**config.mk**
```make
export PLATFORM = sky130hd
export DESIGN_NAME = mac_result_collector
export DESIGN_NICKNAME = d
export VERILOG_FILES = /design/src/rtl/mac_pkg.sv /design/src/rtl/mac_result_collector_sync_fifo.sv /design/src/rtl/mac_result_collector.sv
export SDC_FILE = /design/constraint.sdc
export NUM_CORES = 1
export LEC_CHECK = 0
export CORE_ASPECT_RATIO = 1.25
export CORE_UTILIZATION = 45
export DETAILED_ROUTE_END_ITERATION = 8
export PLACE_DENSITY = 0.69
export SLEW_MARGIN = 0
export SYNTH_ARGS = -nofsm -noshare
export SYNTH_HDL_FRONTEND = slang
export SYNTH_HIERARCHICAL = 1
export SYNTH_SLANG_ARGS = --single-unit
```
**constraint.sdc**
```tcl
create_clock -name clk -period 6.1 [get_ports clk]
set_input_delay 1.22 -clock clk [delete_from_list [all_inputs] [get_ports clk]]
set_output_delay 1.22 -clock clk [all_outputs]
set_load 0.05 [all_outputs]
```
**src/rtl/mac_pkg.sv**
```systemverilog
// mac_pkg: shared constants and types for the MAC datapath and the
// blocks that sit around it.
//   MAC_WIDTH    - width of the MAC result f
//   MAC_IN_WIDTH - width of the MAC multiplier operands
//   MAC_LATENCY  - cycles from MAC valid_in to valid_out
//   mac_result_t - signed MAC result
package mac_pkg;

  localparam int MAC_WIDTH    = 28;
  localparam int MAC_IN_WIDTH = 14;
  localparam int MAC_LATENCY  = 5;

  typedef logic signed [MAC_WIDTH-1:0] mac_result_t;

endpackage : mac_pkg

```
**src/rtl/mac_result_collector_sync_fifo.sv**
```systemverilog
// sync_fifo: single-clock FIFO with registered storage, pointers and
// occupancy count. No bypass: a write becomes visible at o_dout on the
// cycle after it is made.
//   clk      in   rising-edge clock
//   reset    in   synchronous active-high reset; clears pointers, count, storage
//   i_push   in   write request
//   i_pop    in   read request (ignored when empty)
//   i_din    in   write data
//   o_dout   out  head entry, mem[rd_ptr]
//   o_count  out  occupancy 0..DEPTH
//   o_full   out  count == DEPTH
//   o_empty  out  count == 0
module sync_fifo #(
  parameter int WIDTH = 28,
  parameter int DEPTH = 8,
  localparam int AW   = $clog2(DEPTH),
  localparam int CW   = $clog2(DEPTH + 1)
) (
  input  logic             clk,
  input  logic             reset,
  input  logic             i_push,
  input  logic             i_pop,
  input  logic [WIDTH-1:0] i_din,
  output logic [WIDTH-1:0] o_dout,
  output logic [CW-1:0]    o_count,
  output logic             o_full,
  output logic             o_empty
);

  logic [WIDTH-1:0] r_mem [DEPTH];
  logic [AW-1:0]    r_wr_ptr;
  logic [AW-1:0]    r_rd_ptr;
  logic [CW-1:0]    r_count;

  logic w_full;
  logic w_empty;
  logic w_wr_en;
  logic w_rd_en;

  assign w_full  = (r_count == CW'(DEPTH));
  assign w_empty = (r_count == {CW{1'b0}});
  // A full FIFO still accepts a write when the head leaves in the same cycle.
  assign w_wr_en = i_push & (~w_full | i_pop);
  assign w_rd_en = i_pop & ~w_empty;

  // Storage, pointer and occupancy update; pointers wrap modulo DEPTH.
  always_ff @(posedge clk) begin
    if (reset) begin
      for (int i = 0; i < DEPTH; i++) begin
        r_mem[i] <= {WIDTH{1'b0}};
      end
      r_wr_ptr <= {AW{1'b0}};
      r_rd_ptr <= {AW{1'b0}};
      r_count  <= {CW{1'b0}};
    end else begin
      if (w_wr_en) begin
        r_mem[r_wr_ptr] <= i_din;
        r_wr_ptr        <= r_wr_ptr + AW'(1);
      end else begin
        r_wr_ptr <= r_wr_ptr;
      end
      if (w_rd_en) begin
        r_rd_ptr <= r_rd_ptr + AW'(1);
      end else begin
        r_rd_ptr <= r_rd_ptr;
      end
      case ({w_wr_en, w_rd_en})
        2'b10:   r_count <= r_count + CW'(1);
        2'b01:   r_count <= r_count - CW'(1);
        default: r_count <= r_count;
      endcase
    end
  end

  assign o_dout  = r_mem[r_rd_ptr];
  assign o_count = r_count;
  assign o_full  = w_full;
  assign o_empty = w_empty;

endmodule : sync_fifo

```
**src/rtl/mac_result_collector.sv**
```systemverilog
// mac_result_collector: captures MAC results into a FIFO and re-presents
// them as a valid/ready stream. Because the MAC cannot stall, an issue is
// only granted (can_issue) when a FIFO slot is guaranteed for its result:
// stored results plus results still inside the MAC must stay below DEPTH.
//   clk        in   rising-edge clock
//   reset      in   synchronous active-high reset
//   issue_in   in   upstream starts a MAC operation this cycle
//   can_issue  out  upstream may assert issue_in this cycle
//   mac_valid  in   MAC valid_out
//   mac_f      in   MAC result
//   out_data   out  head-of-FIFO result
//   out_valid  out  out_data is valid
//   out_ready  in   consumer accepts out_data
//   count      out  FIFO occupancy
//   ovf_err    out  sticky: a result was dropped on a full FIFO
//   proto_err  out  sticky: unexpected mac_valid or issue without grant
module mac_result_collector
  import mac_pkg::*;
#(
  parameter int WIDTH = MAC_WIDTH,
  parameter int DEPTH = 8,
  localparam int CW   = $clog2(DEPTH + 1)
) (
  input  logic                    clk,
  input  logic                    reset,
  input  logic                    issue_in,
  output logic                    can_issue,
  input  logic                    mac_valid,
  input  logic signed [WIDTH-1:0] mac_f,
  output logic signed [WIDTH-1:0] out_data,
  output logic                    out_valid,
  input  logic                    out_ready,
  output logic [CW-1:0]           count,
  output logic                    ovf_err,
  output logic                    proto_err
);

  logic [CW-1:0]    r_inflight;
  logic             r_ovf_err;
  logic             r_proto_err;

  logic [WIDTH-1:0] w_dout;
  logic [CW-1:0]    w_count;
  logic             w_full;
  logic             w_empty;
  logic             w_pop;
  logic             w_ovf;
  logic             w_proto;
  logic [CW:0]      w_occupied;

  assign out_valid = ~w_empty;
  assign w_pop     = out_valid & out_ready;

  sync_fifo #(
    .WIDTH (WIDTH),
    .DEPTH (DEPTH)
  ) u_fifo (
    .clk     (clk),
    .reset   (reset),
    .i_push  (mac_valid),
    .i_pop   (w_pop),
    .i_din   (mac_f),
    .o_dout  (w_dout),
    .o_count (w_count),
    .o_full  (w_full),
    .o_empty (w_empty)
  );

  // Reserved slots = stored results + results still in the MAC pipeline.
  // Uses registered state only, so a pop frees a slot one cycle later.
  assign w_occupied = {1'b0, w_count} + {1'b0, r_inflight};
  assign can_issue  = (w_occupied < (CW + 1)'(DEPTH));

  assign w_ovf   = mac_valid & w_full & ~w_pop;
  assign w_proto = (mac_valid & (r_inflight == {CW{1'b0}})) | (issue_in & ~can_issue);

  // In-flight tracking; saturates at 0 and DEPTH instead of wrapping.
  always_ff @(posedge clk) begin
    if (reset) begin
      r_inflight <= {CW{1'b0}};
    end else begin
      case ({issue_in, mac_valid})
        2'b10: begin
          if (r_inflight != CW'(DEPTH)) begin
            r_inflight <= r_inflight + CW'(1);
          end else begin
            r_inflight <= r_inflight;
          end
        end
        2'b01: begin
          if (r_inflight != {CW{1'b0}}) begin
            r_inflight <= r_inflight - CW'(1);
          end else begin
            r_inflight <= r_inflight;
          end
        end
        default: r_inflight <= r_inflight;
      endcase
    end
  end

  // Sticky error flags, cleared only by reset.
  always_ff @(posedge clk) begin
    if (reset) begin
      r_ovf_err   <= 1'b0;
      r_proto_err <= 1'b0;
    end else begin
      r_ovf_err   <= r_ovf_err | w_ovf;
      r_proto_err <= r_proto_err | w_proto;
    end
  end

  assign out_data  = w_dout;
  assign count     = w_count;
  assign ovf_err   = r_ovf_err;
  assign proto_err = r_proto_err;

endmodule : mac_result_collector

```
==> qor.csv, run 1 <==
metric,value,unit
outcome,finished clean,
Crit. End Element,output pin,
largest net degree at the start of global routing,30,
"setup slack, reg-to-reg",3150,ps
Lkg Pwr,4.49,nW
"commonest non-fill, non-tap cell in the layout",edfxtp_1,
Post-synth EDFFs,224,
Final setup viols,0,
clk buf depth,3,
Slew HR,25.8,%
synthesized area per cell,15.0,um2
CTS Root Cell,clkbuf_16,
Antenna Nets Post-Route,0,
post-synthesis cell count,737,
htree depth,1,
Post-DP HPWL,13800,um
# IOs,69,
Iter 0 DRT Violations,415,
Yosys warning total,6,
total track usage,20.5,%
Netlist Area Pre-Place,0.0111,mm2
Final Skew,16.5,ps
"Seq/Total Area, Yosys",64.3,%
row count,63,
"Primary FF master, synth",edfxtp_1,
Hold Path Sink,ovf_err,
worst hold path startpoint,ovf_err,
synth unique cells,45,
hold path depth,2,
Hold/Removal Path Class,flip-flop to flip-flop,
VDD IR max,0.000299,V
worst-path fanout max,29,
final setup TNS,0,ps
worst reg2reg endpoint,u_fifo/r_mem[4][24],
# hold bufs at CTS,0,
core area,0.0239,mm2
CTS tree,yes,
Max Transition Viols Final,0,
DIE AREA,0.0252,mm2
CTS resizes,0,
P&R area growth vs syn,15.0,%
RSZ-0062 raised after global routing,no,
routability congestion estimate,0.715,
Mapped Nets,784,
gr ovfl total,0,
vias in the first global route,6592,
"Clk Latency, worst-skew pair",520,ps
routed len/inst,21.5,um
Least-Margin Pin Slew,1110,ps
initial antenna violation count,1,
data arrival time of the worst path,3260,ps
Post-route DRC,0,
min Tclk post-route,4480,ps
fmax,223,MHz
Initial Util,46.3,%
worst reg2reg path depth,7,
global-route wire length before repair,37800,um
Pwr Total,4.37,mW
Final Hold Fails,0,
crit path kind,flip-flop to output pin,
Finished Core Util,53.2,%
DIE HEIGHT,177,um
max-cap check violation count,0,
CTS Buf Count,24,
Routed WL,24600,um
asr flop ratio synth,0,%
#FFs+latches synth,243,
Die Width,142,um
port bufs,68,
worst hold margin,487,ps
crit share post-route,73.4,%
routed via count,6206,
clock sink count,243,
Final Net Count,848,
CP Launch Type,flip-flop,
setup repair bufs after CTS,0,
pwr/cell area,344,mW/mm2
most frequent cells in the layout,"edfxtp_1 (224), nor2_1 (130), and2_1 (88), clkdlybuf4s50_1 (68), mux4_2 (56)",
"Reg clk slew, reported paths",60,ps
first drt pass iteration count,4,
via/cell ratio,5.42,
proportion of layout cells with a drive suffix above 1,21.5,%
worst reg2reg startpoint,u_fifo/o_count[1],
required time of the critical path,4880,ps
stage by stage:
step           worst slack [ps]  instance area, um2  std cells
2_1_floorplan              1040               11100        737
3_3_place_gp               2110               12000       1100
3_5_place_dp               2090               12000       1100
4_1_cts                    1540               12700       1144
5_1_grt                    1440               12700       1145
6_report                   1620               12700       1145
worst max path at each step:
stage	to	slack, ps	depth (start not counted)
global route	out_data[10]	1440	4
floorplan	can_issue	1040	3
CTS	out_data[17]	1540	4
global placement	out_data[17]	2110	4
finish	out_data[8]	1620	4
detailed placement	out_data[17]	2090	4
metal layers:
layer  GRT usage [%]  up-vias  share of wire, %  wire length [um]
met2            37.3      191                52             12800
li1                -     2818                 -                 -
met5               0        -                 0                 0
met4            5.96        0               2.3               573
met1            24.8     3162                39              9660
met3            3.30       35               6.4              1570
kinds of logic after synthesis:
family / after synthesis / share of synthesized area [%]
fa+ha+maj: 14 / 1.72
mux: 87 / 14.6
simple gates: 302 / 13.9
flops: 243 / 64.3
compound gates: 30 / 1.96
buf+inv: 55 / 3.15
xor+xnor: 6 / 0.475
worst max-delay path: stages (launching register included):
cell and delay (ps):
dfxtp_2 840, buf_4 500, mux4_2 370, mux2_2 300, clkdlybuf4s50_1 710
power by group:
part | switching (mW) | leakage [nW] | internal (mW) | total, mW
Combinational | 0.543 | 1.63 | 0.411 | 0.954
Sequential | 0.0950 | 2.49 | 1.92 | 2.02
Clock | 0.607 | 0.375 | 0.796 | 1.40
Total | 1.24 | 4.49 | 3.13 | 4.37
Yosys cell counts (all sizes together), types with 5 or more instances:
cell | count | area, um2
mux2 | 29 | 330
inv | 12 | 45.0
nor2 | 131 | 494
and2 | 112 | 753
a21oi | 11 | 55.1
a31o | 5 | 43.8
nor2b | 5 | 31.3
edfxtp | 224 | 6730
and3 | 5 | 31.3
nand2 | 40 | 158
dfxtp | 19 | 380
ha | 12 | 150
clkbuf | 16 | 70.1
buf | 27 | 233
mux4 | 56 | 1260
sequential cells by signal (all words and copies together) (netlist names), named ones only:
name             count
ovf_err              1
proto_err            1
r_inflight           4
u_fifo/o_count       4
u_fifo/r_mem       224
u_fifo/r_rd_ptr      3
u_fifo/r_wr_ptr      3
final cells by class:
class / count / area [um2]
clock inverters: 14 / 116
fillers: 1928 / 11200
flip-flops and latches: 243 / 7110
well taps: 325 / 407
inverters: 12 / 45.0
multi-input cells: 439 / 3610
clock buffers: 30 / 643
repair buffers: 81 / 778
diodes: 1 / 2.50
Power figures use the tool's default switching activity.
==> run 2, diff against run 1 <==
PLACE_DENSITY = 0.72   (was 0.69)
clock period = 4.05 ns   (was 6.1 ns; I/O delays follow)
==> qor.csv, run 2 (synthesized netlist as in run 1, its figures left out) <==
metric,value,unit
Final Skew,8.66,ps
port bufs,68,
most flop-heavy register,u_fifo/r_mem,
largest net degree at the start of global routing,57,
pwr/cell area,520,mW/mm2
routed len/inst,21.4,um
Post-route DRC,0,
crit share post-route,92.4,%
outcome,finished clean,
VDD IR max,0.000459,V
Iter 0 DRT Violations,584,
htree depth,1,
Lkg Pwr,4.56,nW
"commonest non-fill, non-tap cell in the layout",edfxtp_1,
min Tclk post-route,3740,ps
fmax,267,MHz
PnR worst setup slack,306,ps
"Reg clk slew, reported paths",60,ps
"Clk Latency, worst-skew pair",520,ps
routed via count,6329,
Least-Margin Pin Slew,852,ps
most frequent cells in the layout,"edfxtp_1 (224), nor2_1 (130), and2_1 (88), clkdlybuf4s50_1 (68), mux4_2 (56)",
Crit. End Element,output pin,
total track usage,20.4,%
routability congestion estimate,0.767,
Ant. Diodes,0,
Slew HR,43.0,%
gr ovfl total,0,
required time of the critical path,3240,ps
Routed WL,24800,um
# hold bufs at CTS,0,
CTS Buf Count,26,
setup repair bufs after CTS,0,
via/cell ratio,5.46,
vias in the first global route,6661,
Fillers,1922,
Hold/Removal Path Class,flip-flop to flip-flop,
DIE HEIGHT,177,um
global-route wire length before repair,37800,um
row count,63,
initial antenna violation count,1,
CTS resizes,0,
Setup WS pre-CTS,605,ps
CP Launch Type,flip-flop,
DIE AREA,0.0252,mm2
core area,0.0239,mm2
first drt pass iteration count,6,
Initial Util,46.3,%
Final Hold Fails,0,
clock sink count,243,
CTS tree,yes,
hold path depth,2,
final setup TNS,0,ps
worst-path fanout max,21,
clk buf depth,3,
Final setup viols,0,
P&R area growth vs syn,16.2,%
Antenna Nets Post-Route,0,
Final Net Count,861,
number of flip-flops in the largest register,224,
crit path kind,flip-flop to output pin,
data arrival time of the worst path,2930,ps
Die Width,142,um
# IOs,69,
CTS Root Cell,clkbuf_16,
proportion of layout cells with a drive suffix above 1,22.2,%
max-cap check violation count,0,
Max Transition Viols Final,0,
worst reg2reg path depth,10,
Post-DP HPWL,13600,um
RSZ-0062 raised after global routing,no,
==> run 2: per-stage QoR <==
step,std cells,total power [mW],util (%),hold slack (ps),area (um2)
6_report,1159,6.69,53.8,474,12800
5_1_grt,1159,6.93,53.8,507,12800
4_1_cts,1159,6.75,53.8,480,12800
3_5_place_dp,1111,4.58,50.5,462,12100
3_3_place_gp,1111,4.56,50.5,464,12100
2_1_floorplan,737,4.11,-,459,11100
==> run 2: final cells by class <==
class                   count  area, um2  area share (%)
flip-flops and latches    243       7110            55.3
clock inverters            12       61.3           0.477
well taps                 325        407            3.16
multi-input cells         439       3610            28.1
inverters                  12       45.0           0.351
clock buffers              36        719            5.60
repair buffers             92        898            6.99
==> run 2: final timing paths <==
path	end	start	slack (ps)
min reg2reg	ovf_err	ovf_err	470
max reg2reg	u_fifo/o_count[3]	u_fifo/o_count[1]	1210
min	ovf_err	ovf_err	470
max	out_data[2]	flip-flop	310
==> run 2: report_power, final <==
part           internal (mW)  switching, mW
clock network           1.24          0.931
registers               2.90          0.123
logic                  0.654          0.842
total                   4.79           1.90
==> run 2: routing by layer <==
metal  global-route usage (%)  vias to the layer above  part of all wire, %
li1                         -                     2860                    -
met2                     35.3                      219                   51
met5                        0                        -                0.069
met3                     3.35                       47                  6.6
met4                     6.77                        2                  2.0
met1                     26.2                     3201                   40
==> run 2: worst max-delay path, cell delays in order, from the launching register on <==
cell and delay, ps:
dfxtp_4 630, buf_4 270, mux4_2 510, mux2_2 290
clkdlybuf4s50_1 710
==> run 3, diff against run 2 <==
ABC_CLOCK_PERIOD_IN_PS = 4050   (was default)
CTS_BUF_LIST = sky130_fd_sc_hd__clkbuf_8   (was default)
==> qor.csv, run 3 (synthesized netlist as in run 1, its figures left out) <==
metric,value,unit
outcome,finished clean,
crit path cell chain,ha_1 -> a31o_2 -> a2111oi_1 -> clkdlybuf4s50_1,
P&R area growth vs syn,15.3,%
# hold bufs at CTS,0,
Final setup viols,0,
max incr delay on CP,900,ps
Final Hold Fails,0,
# IOs,69,
clk buf depth,3,
Routed WL,25100,um
Ant. Diodes,0,
Post-route DRC,0,
htree depth,2,
global-route wire length before repair,37900,um
largest net degree at the start of global routing,57,
CTS Buf Count,39,
first drt pass iteration count,5,
"commonest non-fill, non-tap cell in the layout",edfxtp_1,
Final Skew,15.4,ps
CP top delay family,buffers and inverters,
"Reg clk slew, reported paths",70,ps
Final Non-Filler Cells,1176,
pwr/cell area,503,mW/mm2
fmax,265,MHz
routability congestion estimate,0.767,
CTS resizes,0,
DIE AREA,0.0252,mm2
routed len/inst,21.3,um
CTS Root Cell,clkbuf_8,
Fillers,1917,
via/cell ratio,5.44,
Slew HR,44.5,%
setup repair bufs after CTS,0,
proportion of layout cells with a drive suffix above 1,23.0,%
Die Width,142,um
final setup TNS,0,ps
vias in the first global route,6745,
initial antenna violation count,1,
multi-input logic area,0.00361,mm2
register area,0.00711,mm2
CTS tree,yes,
Lkg Pwr,4.58,nW
PnR worst setup slack,279,ps
min Tclk post-route,3770,ps
DIE HEIGHT,177,um
crit share post-route,93.1,%
"Clk Latency, worst-skew pair",540,ps
data arrival time of the worst path,2960,ps
Post-DP HPWL,13600,um
gr ovfl total,0,
worst-path fanout max,8,
Initial Util,46.3,%
core area,0.0239,mm2
CP Launch Type,flip-flop,
max-cap check violation count,0,
Pwr Total,6.41,mW
RSZ-0062 raised after global routing,no,
Setup WS pre-CTS,605,ps
clock sink count,243,
Crit. End Element,output pin,
most flop-heavy register,u_fifo/r_mem,
CP max stage cell,clkdlybuf4s50_1,
Placed Area,0.0121,mm2
crit path buf inv count,1,
required time of the critical path,3240,ps
routed via count,6400,
Antenna Nets Post-Route,0,
Iter 0 DRT Violations,500,
final instance area,0.0128,mm2
number of flip-flops in the largest register,224,
most frequent cells in the layout,"edfxtp_1 (224), nor2_1 (130), and2_1 (88), clkdlybuf4s50_1 (68), mux4_2 (56)",
Least-Margin Pin Slew,830,ps
total track usage,20.7,%
Max Transition Viols Final,0,
port bufs,68,
placed cells,1111,
Hold/Removal Path Class,flip-flop to flip-flop,
row count,63,
VDD IR max,0.000593,V
Final Net Count,874,
crit path kind,flip-flop to output pin,
## run 3: cell types whose count changed in the layout (fill, tap and decap cells not counted), sizes merged
cell and delta:
bufinv +1, clkbuf +4, clkinv -4, clkinvlp +1
inv +15
## run 3: layer usage
| metal | vias to the layer above | wire length, um | GRT usage [%] |
|---|---|---|---|
| met5 | - | 12 | 0 |
| met4 | 2 | 668 | 8.24 |
| met3 | 56 | 1570 | 4.36 |
| met2 | 209 | 12700 | 35.7 |
| met1 | 3242 | 10100 | 25.3 |
| li1 | 2891 | - | - |
## run 3: final timing paths
check,cells past startpoint,startpoint,slack [ps],endpoint
min reg2reg,2,ovf_err,480,ovf_err
min,2,ovf_err,480,ovf_err
max,4,u_fifo/o_count[1],280,can_issue
max reg2reg,10,u_fifo/o_count[1],1220,u_fifo/o_count[3]
## run 3: layout make-up
type,count,share of cell area [%]
flip-flops and latches,243,55.8
clock buffers,40,4.32
well taps,325,3.19
clock inverters,25,1.04
multi-input cells,439,28.3
repair buffers,92,7.04
inverters,12,0.353
## run 3: through the flow
step                      hold WS (ps)  util, %
after global placement             464     50.5
after detailed placement           462     50.5
after global routing               508     53.4
after floorplan                    459        -
final                              479     53.4
after CTS                          480     53.4
## run 3: worst min-delay path, stage by stage (launching register included)
cell and delay (ps):
dfxtp_1 330, nor2_1 50, nor2_1 60
## run 3: power by group
part	total [mW]	switching (mW)	leakage (nW)	internal, mW
Sequential	3.02	0.123	2.49	2.90
Combinational	1.50	0.843	1.69	0.654
Clock	1.90	0.919	0.404	0.977
Total	6.41	1.88	4.58	4.53
